<file path="src/rtl/frv_imem_arbiter_pkg.sv">
// Shared constants and helpers for the two-requester instruction-memory arbiter.
// Holds the bus widths, the grant encodings and the burst-counter saturation rule.
package frv_imem_arbiter_pkg;

    localparam int unsigned XLEN   = 32;
    localparam int unsigned STRB_W = XLEN / 8;

    localparam logic GNT_R0 = 1'b0;
    localparam logic GNT_R1 = 1'b1;

    // The count never exceeds max_burst-1, which is the value that forces the hand-over.
    function automatic logic [3:0] burst_sat_inc(logic [3:0] cnt, int unsigned max_burst);
        if (32'(cnt) + 32'd1 >= max_burst) begin
            return 4'(max_burst - 32'd1);
        end
        return cnt + 4'd1;
    endfunction

endpackage

</file>
<file path="src/rtl/frv_imem_arbiter_if.sv">
// Instruction-memory bus bundle: a request side (cen/wen/strb/addr/wdata) and
// a response side (stall/error/rdata).
interface frv_imem_arbiter_if;
    import frv_imem_arbiter_pkg::*;

    logic              cen;
    logic              wen;
    logic [STRB_W-1:0] strb;
    logic [XLEN-1:0]   addr;
    logic [XLEN-1:0]   wdata;
    logic              stall;
    logic              error;
    logic [XLEN-1:0]   rdata;

    modport master (
        output cen, wen, strb, addr, wdata,
        input  stall, error, rdata
    );

    modport slave (
        input  cen, wen, strb, addr, wdata,
        output stall, error, rdata
    );

endinterface

</file>
<file path="src/rtl/frv_arb2_pick.sv">
// Combinational two-way grant pick. It uses the held owner, the active requests,
// the previous grant and the burst limit.
module frv_arb2_pick
    import frv_imem_arbiter_pkg::*;
#(
    parameter bit FIXED_PRIORITY = 1'b0
) (
    input  logic [1:0] req_i,
    input  logic       last_grant_i,
    input  logic       lock_i,
    input  logic       lock_owner_i,
    input  logic       burst_hit_i,
    output logic       grant_o
);

    always_comb begin
        grant_o = last_grant_i;
        if (lock_i) begin
            grant_o = lock_owner_i;
        end else if (req_i == 2'b11) begin
            grant_o = (burst_hit_i || !FIXED_PRIORITY) ? ~last_grant_i : GNT_R0;
        end else if (req_i[0]) begin
            grant_o = GNT_R0;
        end else if (req_i[1]) begin
            grant_o = GNT_R1;
        end
    end

endmodule

</file>
<file path="src/rtl/frv_imem_arbiter.sv">
// Shares one imem port between front-end fetch (R0) and a secondary master (R1).
// It arbitrates with a burst limit, holds the grant under memory stall and routes each response.
module frv_imem_arbiter
    import frv_imem_arbiter_pkg::*;
#(
    parameter bit          FIXED_PRIORITY = 1'b0,
    parameter int unsigned MAX_BURST      = 4
) (
    input  logic                g_clk,
    input  logic                g_reset,
    frv_imem_arbiter_if.slave   r0_io,
    frv_imem_arbiter_if.slave   r1_io,
    frv_imem_arbiter_if.master  m_io,
    output logic                arb_owner_o
);

    logic       last_grant_q, last_grant_d;
    logic [3:0] burst_cnt_q, burst_cnt_d;
    logic       lock_q, lock_d;
    logic       lock_owner_q, lock_owner_d;
    logic       resp_valid_q, resp_valid_d;
    logic       resp_owner_q, resp_owner_d;

    logic [1:0] req;
    logic       lock_eff;
    logic       burst_hit;
    logic       grant;
    logic       accept;

    assign req       = {r1_io.cen, r0_io.cen};
    // A held grant is released at once if its owner abandons the request.
    assign lock_eff  = lock_q & req[lock_owner_q];
    assign burst_hit = (burst_cnt_q == 4'(MAX_BURST - 32'd1));

    frv_arb2_pick #(
        .FIXED_PRIORITY (FIXED_PRIORITY)
    ) u_pick (
        .req_i        (req),
        .last_grant_i (last_grant_q),
        .lock_i       (lock_eff),
        .lock_owner_i (lock_owner_q),
        .burst_hit_i  (burst_hit),
        .grant_o      (grant)
    );

    always_comb begin
        m_io.cen = req[grant];
        if (grant == GNT_R1) begin
            m_io.wen   = r1_io.wen;
            m_io.strb  = r1_io.strb;
            m_io.addr  = r1_io.addr;
            m_io.wdata = r1_io.wdata;
        end else begin
            m_io.wen   = r0_io.wen;
            m_io.strb  = r0_io.strb;
            m_io.addr  = r0_io.addr;
            m_io.wdata = r0_io.wdata;
        end
    end

    assign accept = m_io.cen & ~m_io.stall;

    assign r0_io.stall = r0_io.cen & ~((grant == GNT_R0) & ~m_io.stall);
    assign r1_io.stall = r1_io.cen & ~((grant == GNT_R1) & ~m_io.stall);

    assign r0_io.rdata = m_io.rdata;
    assign r1_io.rdata = m_io.rdata;
    assign r0_io.error = m_io.error & resp_valid_q & (resp_owner_q == GNT_R0);
    assign r1_io.error = m_io.error & resp_valid_q & (resp_owner_q == GNT_R1);

    assign arb_owner_o = g_reset ? GNT_R0 : grant;

    always_comb begin
        last_grant_d = last_grant_q;
        burst_cnt_d  = burst_cnt_q;
        lock_d       = 1'b0;
        lock_owner_d = lock_owner_q;
        resp_valid_d = accept;
        resp_owner_d = resp_owner_q;
        if (accept) begin
            last_grant_d = grant;
            resp_owner_d = grant;
            burst_cnt_d  = (grant == last_grant_q && req[~grant]) ?
                           burst_sat_inc(burst_cnt_q, MAX_BURST) : 4'd0;
        end else if (m_io.cen && m_io.stall) begin
            lock_d       = 1'b1;
            lock_owner_d = grant;
        end
    end

    always_ff @(posedge g_clk or posedge g_reset) begin
        if (g_reset) begin
            last_grant_q <= GNT_R1;
            burst_cnt_q  <= 4'd0;
            lock_q       <= 1'b0;
            lock_owner_q <= GNT_R0;
            resp_valid_q <= 1'b0;
            resp_owner_q <= GNT_R0;
        end else begin
            last_grant_q <= last_grant_d;
            burst_cnt_q  <= burst_cnt_d;
            lock_q       <= lock_d;
            lock_owner_q <= lock_owner_d;
            resp_valid_q <= resp_valid_d;
            resp_owner_q <= resp_owner_d;
        end
    end

endmodule

</file>
<file path="src/flat_wrapper.sv">
// flat-port wrapper written by rule: the top's interface ports become plain ports
module frv_imem_arbiter_flat import frv_imem_arbiter_pkg::*;
#(
    parameter bit          FIXED_PRIORITY = 1'b0,
    parameter int unsigned MAX_BURST      = 4
)
  (g_clk, g_reset, arb_owner_o, r0_io_cen, r0_io_wen, r0_io_strb, r0_io_addr, r0_io_wdata, r0_io_stall, r0_io_error, r0_io_rdata, r1_io_cen, r1_io_wen, r1_io_strb, r1_io_addr, r1_io_wdata, r1_io_stall, r1_io_error, r1_io_rdata, m_io_cen, m_io_wen, m_io_strb, m_io_addr, m_io_wdata, m_io_stall, m_io_error, m_io_rdata);
  frv_imem_arbiter_if r0_io_i ();
  frv_imem_arbiter_if r1_io_i ();
  frv_imem_arbiter_if m_io_i ();
  input  logic g_clk;
  input  logic g_reset;
  output logic arb_owner_o;
  input wire logic [$bits(r0_io_i.cen)-1:0] r0_io_cen;
  input wire logic [$bits(r0_io_i.wen)-1:0] r0_io_wen;
  input wire logic [$bits(r0_io_i.strb)-1:0] r0_io_strb;
  input wire logic [$bits(r0_io_i.addr)-1:0] r0_io_addr;
  input wire logic [$bits(r0_io_i.wdata)-1:0] r0_io_wdata;
  output wire logic [$bits(r0_io_i.stall)-1:0] r0_io_stall;
  output wire logic [$bits(r0_io_i.error)-1:0] r0_io_error;
  output wire logic [$bits(r0_io_i.rdata)-1:0] r0_io_rdata;
  input wire logic [$bits(r1_io_i.cen)-1:0] r1_io_cen;
  input wire logic [$bits(r1_io_i.wen)-1:0] r1_io_wen;
  input wire logic [$bits(r1_io_i.strb)-1:0] r1_io_strb;
  input wire logic [$bits(r1_io_i.addr)-1:0] r1_io_addr;
  input wire logic [$bits(r1_io_i.wdata)-1:0] r1_io_wdata;
  output wire logic [$bits(r1_io_i.stall)-1:0] r1_io_stall;
  output wire logic [$bits(r1_io_i.error)-1:0] r1_io_error;
  output wire logic [$bits(r1_io_i.rdata)-1:0] r1_io_rdata;
  output wire logic [$bits(m_io_i.cen)-1:0] m_io_cen;
  output wire logic [$bits(m_io_i.wen)-1:0] m_io_wen;
  output wire logic [$bits(m_io_i.strb)-1:0] m_io_strb;
  output wire logic [$bits(m_io_i.addr)-1:0] m_io_addr;
  output wire logic [$bits(m_io_i.wdata)-1:0] m_io_wdata;
  input wire logic [$bits(m_io_i.stall)-1:0] m_io_stall;
  input wire logic [$bits(m_io_i.error)-1:0] m_io_error;
  input wire logic [$bits(m_io_i.rdata)-1:0] m_io_rdata;
  assign r0_io_i.cen = r0_io_cen;
  assign r0_io_i.wen = r0_io_wen;
  assign r0_io_i.strb = r0_io_strb;
  assign r0_io_i.addr = r0_io_addr;
  assign r0_io_i.wdata = r0_io_wdata;
  assign r0_io_stall = r0_io_i.stall;
  assign r0_io_error = r0_io_i.error;
  assign r0_io_rdata = r0_io_i.rdata;
  assign r1_io_i.cen = r1_io_cen;
  assign r1_io_i.wen = r1_io_wen;
  assign r1_io_i.strb = r1_io_strb;
  assign r1_io_i.addr = r1_io_addr;
  assign r1_io_i.wdata = r1_io_wdata;
  assign r1_io_stall = r1_io_i.stall;
  assign r1_io_error = r1_io_i.error;
  assign r1_io_rdata = r1_io_i.rdata;
  assign m_io_cen = m_io_i.cen;
  assign m_io_wen = m_io_i.wen;
  assign m_io_strb = m_io_i.strb;
  assign m_io_addr = m_io_i.addr;
  assign m_io_wdata = m_io_i.wdata;
  assign m_io_i.stall = m_io_stall;
  assign m_io_i.error = m_io_error;
  assign m_io_i.rdata = m_io_rdata;
  frv_imem_arbiter #(.FIXED_PRIORITY(FIXED_PRIORITY), .MAX_BURST(MAX_BURST)) u_core (.g_clk(g_clk), .g_reset(g_reset), .r0_io(r0_io_i), .r1_io(r1_io_i), .m_io(m_io_i), .arb_owner_o(arb_owner_o));
endmodule
</file>
<file path="config.mk">
export PLATFORM = sky130hd
export DESIGN_NAME = frv_imem_arbiter_flat
export DESIGN_NICKNAME = d
export VERILOG_FILES = /design/src/rtl/frv_imem_arbiter_pkg.sv /design/src/rtl/frv_imem_arbiter_if.sv /design/src/rtl/frv_arb2_pick.sv /design/src/rtl/frv_imem_arbiter.sv /design/src/flat_wrapper.sv
export SDC_FILE = /design/constraint.sdc
export NUM_CORES = 1
export LEC_CHECK = 0
export BUFFER_PORTS_ARGS = -buffer_cell sky130_fd_sc_hd__buf_4
export CAP_MARGIN = 5
export CORE_AREA = 5 5 118 120
export DETAILED_ROUTE_END_ITERATION = 16
export DIE_AREA = 0 0 123 125
export PLACE_DENSITY = 0.5
export RECOVER_POWER = 100
export SETUP_SLACK_MARGIN = 0.4
export SKIP_LAST_GASP = 1
export SLEW_MARGIN = 20
export SYNTH_ARGS = -nofsm -noshare
export SYNTH_HDL_FRONTEND = slang
export SYNTH_SLANG_ARGS = --single-unit
</file>
<file path="constraint.sdc">
create_clock -name g_clk -period 5.2 [get_ports g_clk]
set_input_delay 0.26 -clock g_clk [delete_from_list [all_inputs] [get_ports g_clk]]
set_output_delay 0.26 -clock g_clk [all_outputs]
set_load 0.02 [all_outputs]
</file>
==> flow_results.org, run 1 <==
** Outcome
- The flow ran to the end, but the final reports show violations.
- The checks that failed: max-capacitance violations, max-slew violations.

** Worst setup path
- The worst setup path is of the flip-flop to primary output kind.
- Worst endpoint data arrival time :: 3.27 ns
- The worst setup path is launched from a flip-flop.
- Critical path endpoint category :: primary output
- Worst-path fanout max :: 43
- Data required time at the worst endpoint :: around 4.9 ns

** Synthesis
- The share of the Yosys chip area taken by registers is 7.84%.
- The synthesized design contains 5 register bits.
- Gate count of the mapped netlist :: 171
- The synthesized netlist contains 18 unique library cells.
- The average instance in the mapped netlist occupies 9.42 um^2.
- Number of nets produced by synthesis :: around 350
- During synthesis, Yosys emitted a total of 0 warnings.
- The mapped netlist covers between 1500 and 2000 um^2.

** Timing
- The total count of max-transition violations in the final report is 75.
- Final worst-path cycle share :: 68.0%
- The final number of hold-violating endpoints is 0.
- Hold timing on the final database bottoms out at a slack of between 0.2 and 0.3 ns.
- Worst Tran Pin Value :: 2.11 ns
- For this run, the top clock speed supported by timing is 283 MHz.
- Setup repair after global routing left no endpoint under its margin.
- Final setup violation count :: 0
- After routing, the total negative slack on setup checks comes to 0 ns.
- Final worst path period need :: 3.53 ns
- Worst-case headroom to the max-slew limit :: -40.4%
- Across the routed clock network, the largest skew measured is between 0.002 and 0.003 ns.

** Finish
- In the final design database the tool counted between 500 and 600 nets.
- The sequential cells in the finished layout cover a total of 126 um^2.
- Filler Cell Count :: 1462
- Final design instance area without fill :: 2880 um^2
- Antenna Cells :: 0
- Footprint of the multi-input gates :: 907 um^2
- Fraction of layout cells with a size suffix above 1 :: 74.8%
- The finished layout holds 501 standard cells, fillers aside.
- Post-synthesis to final-layout area growth :: 78.6%

** Clocking
- After clock tree synthesis, the clock-pin slew on the worst setup and hold paths is 0.03 ns.
- For the worst-skew pair, the clock arrives at the later sink with an insertion delay of 0.23 ns.
- The tree built by TritonCTS fans out to 5 sinks.
- TritonCTS clock tree :: built
- The longest clock path from root to sink contains 2 buffers.
- Clock buffers created by TritonCTS :: 3
- The tree is rooted in a clkbuf_16.
- Setup Buffers After CTS :: 0
- Deepest level of the CTS H-tree :: 1

** Place
- Cell area reported after detailed placement :: 2920 um^2
- Count of port buffers added during placement :: 218
- Inst Count DP :: 496
- At the end of routability-driven placement, the weighted congestion stood at 0.784.
- After legalization and detailed placement, the total HPWL measured 6190 um.

** Die
- During I/O placement, the number of pins put on the boundary was approximately 320.
- The die covers about 15000 um^2.
- Die outline height :: between 100 and 150 um
- Initial Utilization :: 12.5%
- Die outline width :: 123 um
- After floorplanning, the core was sized to cover ~13000 um^2.
- After floorplanning, the core was divided into 42 placement rows.

** GRT
- Global routing consumed, over all layers together, 8.09% of the routing resources.
- Global routing met1 resource utilization :: under 10%
- Global routing used 2.12% of the available met3 tracks.
- The first global-routing pass estimated 10000 um of wire.
- Summed over all layers, the global routing overflow is 0.
- Layer carrying the most global-route usage :: met2
- Global routing used 14.4% of the available met2 tracks.
- The initial antenna violation count is 0.
- Entering global routing, the biggest net connects 44 pins.
- Number of global-route vias before repair :: 2004

** Routing
- After detailed routing, the average wire length per cell comes to 13.9 um.
- DRC violation count after routing :: 0
- Final ANT Viol Nets :: 0
- Routed wire length :: between 6000 and 7000 um
- The routed layout has between 1500 and 2000 vias.
- The first detailed-routing pass ran for 3 iterations.
- The detailed router finished its first iteration with 10 violations.
- Dividing the detail-routed via count by the number of cells gives 3.47.

** Job
- Number of maximum-capacitance constraint violations :: 2

** Min path
- Min-delay worst type :: input pin to flip-flop

** Power and ir drop
- Total power draw :: 0.559 mW
- Static Leak :: 1.37 nW
- VDD sags by at most 75.8 uV.
- For this design the ratio of total power to cell area is 194 nW/um^2.
synth_stat cells:
cell     count  area share, %
mux2_1       6            4.2
o21a_1       1           0.47
and3_1       1           0.39
a21oi_1      1           0.31
nor2_1       5            1.2
nor3_1       1           0.31
mux2_2      63             44
buf_6        7            4.9
nand2_1      2           0.47
inv_1        5            1.2
o31ai_1      2           0.93
o32ai_4      1            1.7
dfstp_2      1            1.6
o21ai_0      5            1.6
nor2b_1      1           0.39
buf_4       64             30
dfrtp_1      4            6.2
and2_1       1           0.39
layer usage:
layer / up-vias / part of all wire, %
met5: - / 0
met4: 0 / 2.9
met3: 28 / 11
met2: 141 / 50
met1: 737 / 37
li1: 832 / -
kinds of logic (layout without fill, tap and decap cells):
| kind of cell | Yosys count | in the layout | share of synthesized area, % |
|---|---|---|---|
| buf+inv | 76 | 230 | 35.9 |
| mux | 69 | 69 | 48.2 |
| simple gates | 11 | 11 | 3.11 |
| compound gates | 10 | 10 | 4.97 |
| flops | 5 | 5 | 7.84 |
area by class of cell:
type                            count  area share (%)
Tap cell                          176            7.65
Multi-Input combinational cell     90            31.5
Sequential cell                     5            4.39
Inverter                            5           0.652
Clock buffer                        4            2.74
Timing Repair Buffer              221            53.0
cells in the final DEF (no fill, tap or decap):
cell           count
nand2_1            2
o21a_1             1
and3_1             1
nor2b_1            1
mux2_1            14
clkbuf_4           1
o32ai_4            1
a21oi_1            1
inv_1              5
clkbuf_1          37
dfrtp_1            4
dlygate4sd3_1      1
clkbuf_16          3
o31ai_1            2
nor3_1             1
buf_4            183
nor2_1             5
dfstp_1            1
o21ai_0            5
and2_1             1
mux2_2            55
final timing paths:
kind	slack (ns)	to	start	cells after the start
setup reg to reg	2.32	u_core.lock_owner_q	u_core.last_grant_q	4
hold reg to reg	0.47	u_core.lock_owner_q	u_core.lock_owner_q	2
max in group asynchronous	4.48	u_core.last_grant_q	g_reset	3
min in group asynchronous	0.49	u_core.lock_owner_q	g_reset	3
setup / recovery	1.67	m_io_wdata[31]	u_core.last_grant_q	5
hold / removal	0.26	u_core.last_grant_q	m_io_stall	2
power by group:
part	internal, mW	switching (mW)
clock	0.102	0.0254
combinational	0.200	0.185
sequential	0.0445	0.00248
flip-flops by register name, summed over array words and instances, names as in the netlist:
signal               cells
u_core.resp_valid_q      1
u_core.resp_owner_q      1
u_core.lock_owner_q      1
u_core.last_grant_q      1
u_core.lock_q            1
what timing repair did:
item	CTS	global route
resized for setup	0	0
endpoints found under the hold margin	4	0
hold buffers	1	0
worst max-delay path, cell delays in order, from the launching register on:
cell      delay [ns]
dfstp_1         0.52
nor2_1          0.09
o32ai_4         0.26
clkbuf_1        1.52
mux2_2          0.46
buf_4           0.16
metrics by stage:
step / worst slack [ns] / utilization [%]
after floorplan: 3.24 / -
after global placement: 3.05 / 22.7
after detailed placement: 3.02 / 22.7
after CTS: 2.77 / 23.4
after global routing: 1.37 / 22.4
final: 1.67 / 22.4
No activity file was read; power rests on OpenSTA's default activity.
==> run 2, diff against run 1 <==
--- a/config.mk
+++ b/config.mk
@@ -7,9 +7,9 @@
 export LEC_CHECK = 0
 export BUFFER_PORTS_ARGS = -buffer_cell sky130_fd_sc_hd__buf_4
 export CAP_MARGIN = 5
-export CORE_AREA = 5 5 118 120
+export CORE_AREA = 5 5 119 121
 export DETAILED_ROUTE_END_ITERATION = 16
-export DIE_AREA = 0 0 123 125
+export DIE_AREA = 0 0 124 126
 export PLACE_DENSITY = 0.5
 export RECOVER_POWER = 100
 export SETUP_SLACK_MARGIN = 0.4
==> constraint.sdc (replaced) <==
create_clock -name g_clk -period 3.6 [get_ports g_clk]
set_input_delay 0.18 -clock g_clk [delete_from_list [all_inputs] [get_ports g_clk]]
set_output_delay 0.18 -clock g_clk [all_outputs]
set_load 0.02 [all_outputs]
==> run 2 against run 1 <==
The flow now finishes without violations. Critical path type unchanged. Clock power increased by 43%. Critical path depth did not move. Hold slack lost 0.079 ns. Wire length is 15% higher. Via count up 2.8%. Global-route usage rose by 1.0 points. Power grew 38%. Register-to-register slack worse by 0.40 ns. Combinational power rose by 36%. Critical endpoint is now m_io_wdata[0]. Die area rose by 1.6%.
==> flow_results.org, run 2 (same netlist as run 1, synthesis figures left out) <==
** Outcome
- The run finished with clean final reports.

** Timing
- Final worst-path cycle share :: a little over two thirds
- The number of endpoints failing setup at the final stage was 0 (unchanged).
- Fmax :: 395 MHz
- Count of final hold-check violations :: 0 (unchanged)
- Unrepaired setup endpoints after global routing :: false
- Final worst clock skew :: 0.000917 ns (-0.00163 ns)
- The slew at the pin closest to its max-slew limit is 0.733 ns (-1.37 ns).
- The worst path in the final design needs a cycle of 2.53 ns, including I/O delays and setup.
- The relative slew slack came to 51.2% (+92 points).
- The total count of max-transition violations in the final report was 0 (-100%).
- Setup Total Neg Slack :: 0 ns (unchanged)

** Routing
- DR pass1 iterations :: 4 (+1)
- The number of nets still failing antenna checks after routing came to 0 (unchanged).
- The final routed wirelength across all metal layers is 8010 um (+15%).
- Number of DRC violations after detailed-routing iteration 0 :: 26 (+16)
- DRC violation count after routing :: 0 (unchanged)
- The average wire per cell in the routed design was 16.0 um (+15%).
- The number of vias after detailed routing was 1787 (+2.8%).
- The number of vias per cell after detailed routing came to 3.57 (+2.8%).

** Clocking
- Clock buffers created by TritonCTS :: 3 (unchanged)
- The quantity of gates resized following cts is 0 (unchanged).
- The number of hold buffers added after CTS was 1 (unchanged).
- TritonCTS clock tree :: built
- The cell sitting at the root of the clock tree is a clkbuf_16.
- Deepest level of the CTS H-tree :: 1 (unchanged)
- The maximum clock insertion buffer count came to 2 (unchanged).
- The setup fix buffers added after clock tree synthesis is 0 (unchanged).
- Clock Latency Late Sink :: 0.23 ns (about the same)
- The clock-pin slew on the worst setup and hold paths came to 0.03 ns (about the same).
- Clk sink count :: 5 (unchanged)

** Die
- Total core area :: 13000 um^2 (+0.82%)
- The initial core utilization came to 12.4% (-0.10 points).
- The number of rows created at floorplan was 42 (unchanged).
- The die span in y is 126 um (+0.80%).
- The overall die width is 124 um (+0.81%).
- Total Die Area :: 15600 um^2 (+1.6%)
- The boundary pin count is 315 (unchanged).

** Worst setup path
- The required time reported for the critical path endpoint was 3.42 ns (-1.52 ns).
- The worst setup path is captured at a primary output.
- The critical-path maximum fanout was 30 (-30%).
- The critical path in this run is classified as flip-flop to primary output.
- The arrival time reported for the critical path endpoint is 2.35 ns (-0.92 ns).
- Setup crit start kind :: flip-flop

** Min path
- The path class of the tightest hold or removal check is input pin to flip-flop.

** Place
- Final weighted congestion in routability-driven placement :: 0.716 (-8.7%)
- DPL Wire Length :: 7330 um (+18%)
- Count of port buffers added during placement :: 218 (unchanged)

** Finish
- Most frequent cells in the layout :: buf_4 (152), clkbuf_1 (67), mux2_2 (55)
- The number of diodes came to 0 (unchanged).
- Util after Layout :: 21.3% (-1.1 points)
- From synthesis to final layout, the design area changed by 71.4%.
- Most frequent standard cell in the layout excluding fill and tap cells :: buf_4
- Fraction of layout cells with a size suffix above 1 :: 65.5% (-9.2 points)
- The number of filler cells placed in the layout was 1490 (+1.9%).
- Post-layout net count :: 502 (unchanged)

** GRT
- The number of global-route vias before repair came to 1954 (-2.5%).
- The total congestion overflow after global routing was 0 (unchanged).
- First-pass GRT wire length :: 10800 um (+7.5%)
- Number of antenna violations at the first check in global routing :: 1 (+1)
- The largest net degree at the start of global routing was 44 (unchanged).
- The overall fraction of global-route tracks in use was 9.13% (+1.0 points).

** Power and ir drop
- Power density cells :: 279 nW/um^2 (+44%)
- The standby leakage power was 1.26 nW (-8.0%).
- The highest ir drop seen on vdd was 98.5 uV (+30%).

** Job
- The number of maximum-capacitance constraint violations was 0 (-2).
-- run 2: cell count changes in the layout (fill, tap and decap cells not counted), sizes merged --
cell,change
buf,-31
clkbuf,+31
-- run 2: final cells by class --
cell class	instances	area [um^2]	area share, %
timing repair buffer	221	1410	51.1
multi-input combinational	90	907	32.8
tap	176	220	7.97
sequential	5	126	4.57
clock buffer	4	78.8	2.85
inverter	5	18.8	0.679
-- run 2: layer usage --
layer	part of all wire [%]	GRT usage, %	up-vias
met5	0.16	0	-
met4	2.6	3.67	2
met3	12	2.20	34
met2	49	16.7	151
met1	36	9.88	771
li1	-	-	829
-- run 2: path summary, 6_finish.rpt --
| check | from | slack, ns | depth (start not counted) | endpoint |
|---|---|---|---|---|
| setup / recovery | u_core.last_grant_q | 1.07 | 5 | m_io_wdata[0] |
| hold / removal | m_io_stall | 0.18 | 2 | u_core.resp_valid_q |
| setup reg to reg | u_core.last_grant_q | 1.92 | 4 | u_core.lock_owner_q |
| hold reg to reg | u_core.lock_owner_q | 0.49 | 2 | u_core.lock_owner_q |
| max in group asynchronous | g_reset | 2.94 | 3 | u_core.last_grant_q |
| min in group asynchronous | g_reset | 0.42 | 3 | u_core.resp_owner_q |
-- run 2: per-stage QoR --
| step | total power, mW | setup WS [ns] | instances | hold slack (ns) | cell area [um^2] |
|---|---|---|---|---|---|
| floorplan | 0.495 | 1.72 | 171 | -0.0422 | 1610 |
| global placement | 0.674 | 1.51 | 496 | 0.101 | 2920 |
| detailed placement | 0.680 | 1.46 | 496 | 0.105 | 2920 |
| CTS | 0.868 | 1.21 | 501 | 0.173 | 3010 |
| global route | 0.822 | 0.936 | 501 | 0.183 | 2760 |
| finish | 0.772 | 1.07 | 501 | 0.179 | 2760 |
-- run 2: worst max-delay path: stages, from the launching register on --
cell      delay (ns)
dfstp_1         0.52
nor2_1          0.09
o32ai_4         0.26
clkbuf_2        0.62
mux2_2          0.42
clkbuf_1        0.21
-- run 2: power breakdown --
part | total [mW] | switching (mW) | leakage [nW] | internal (mW)
clock | 0.182 | 0.0350 | 0.0382 | 0.147
combinational | 0.522 | 0.273 | 1.16 | 0.249
sequential | 0.0679 | 0.00357 | 0.0597 | 0.0643
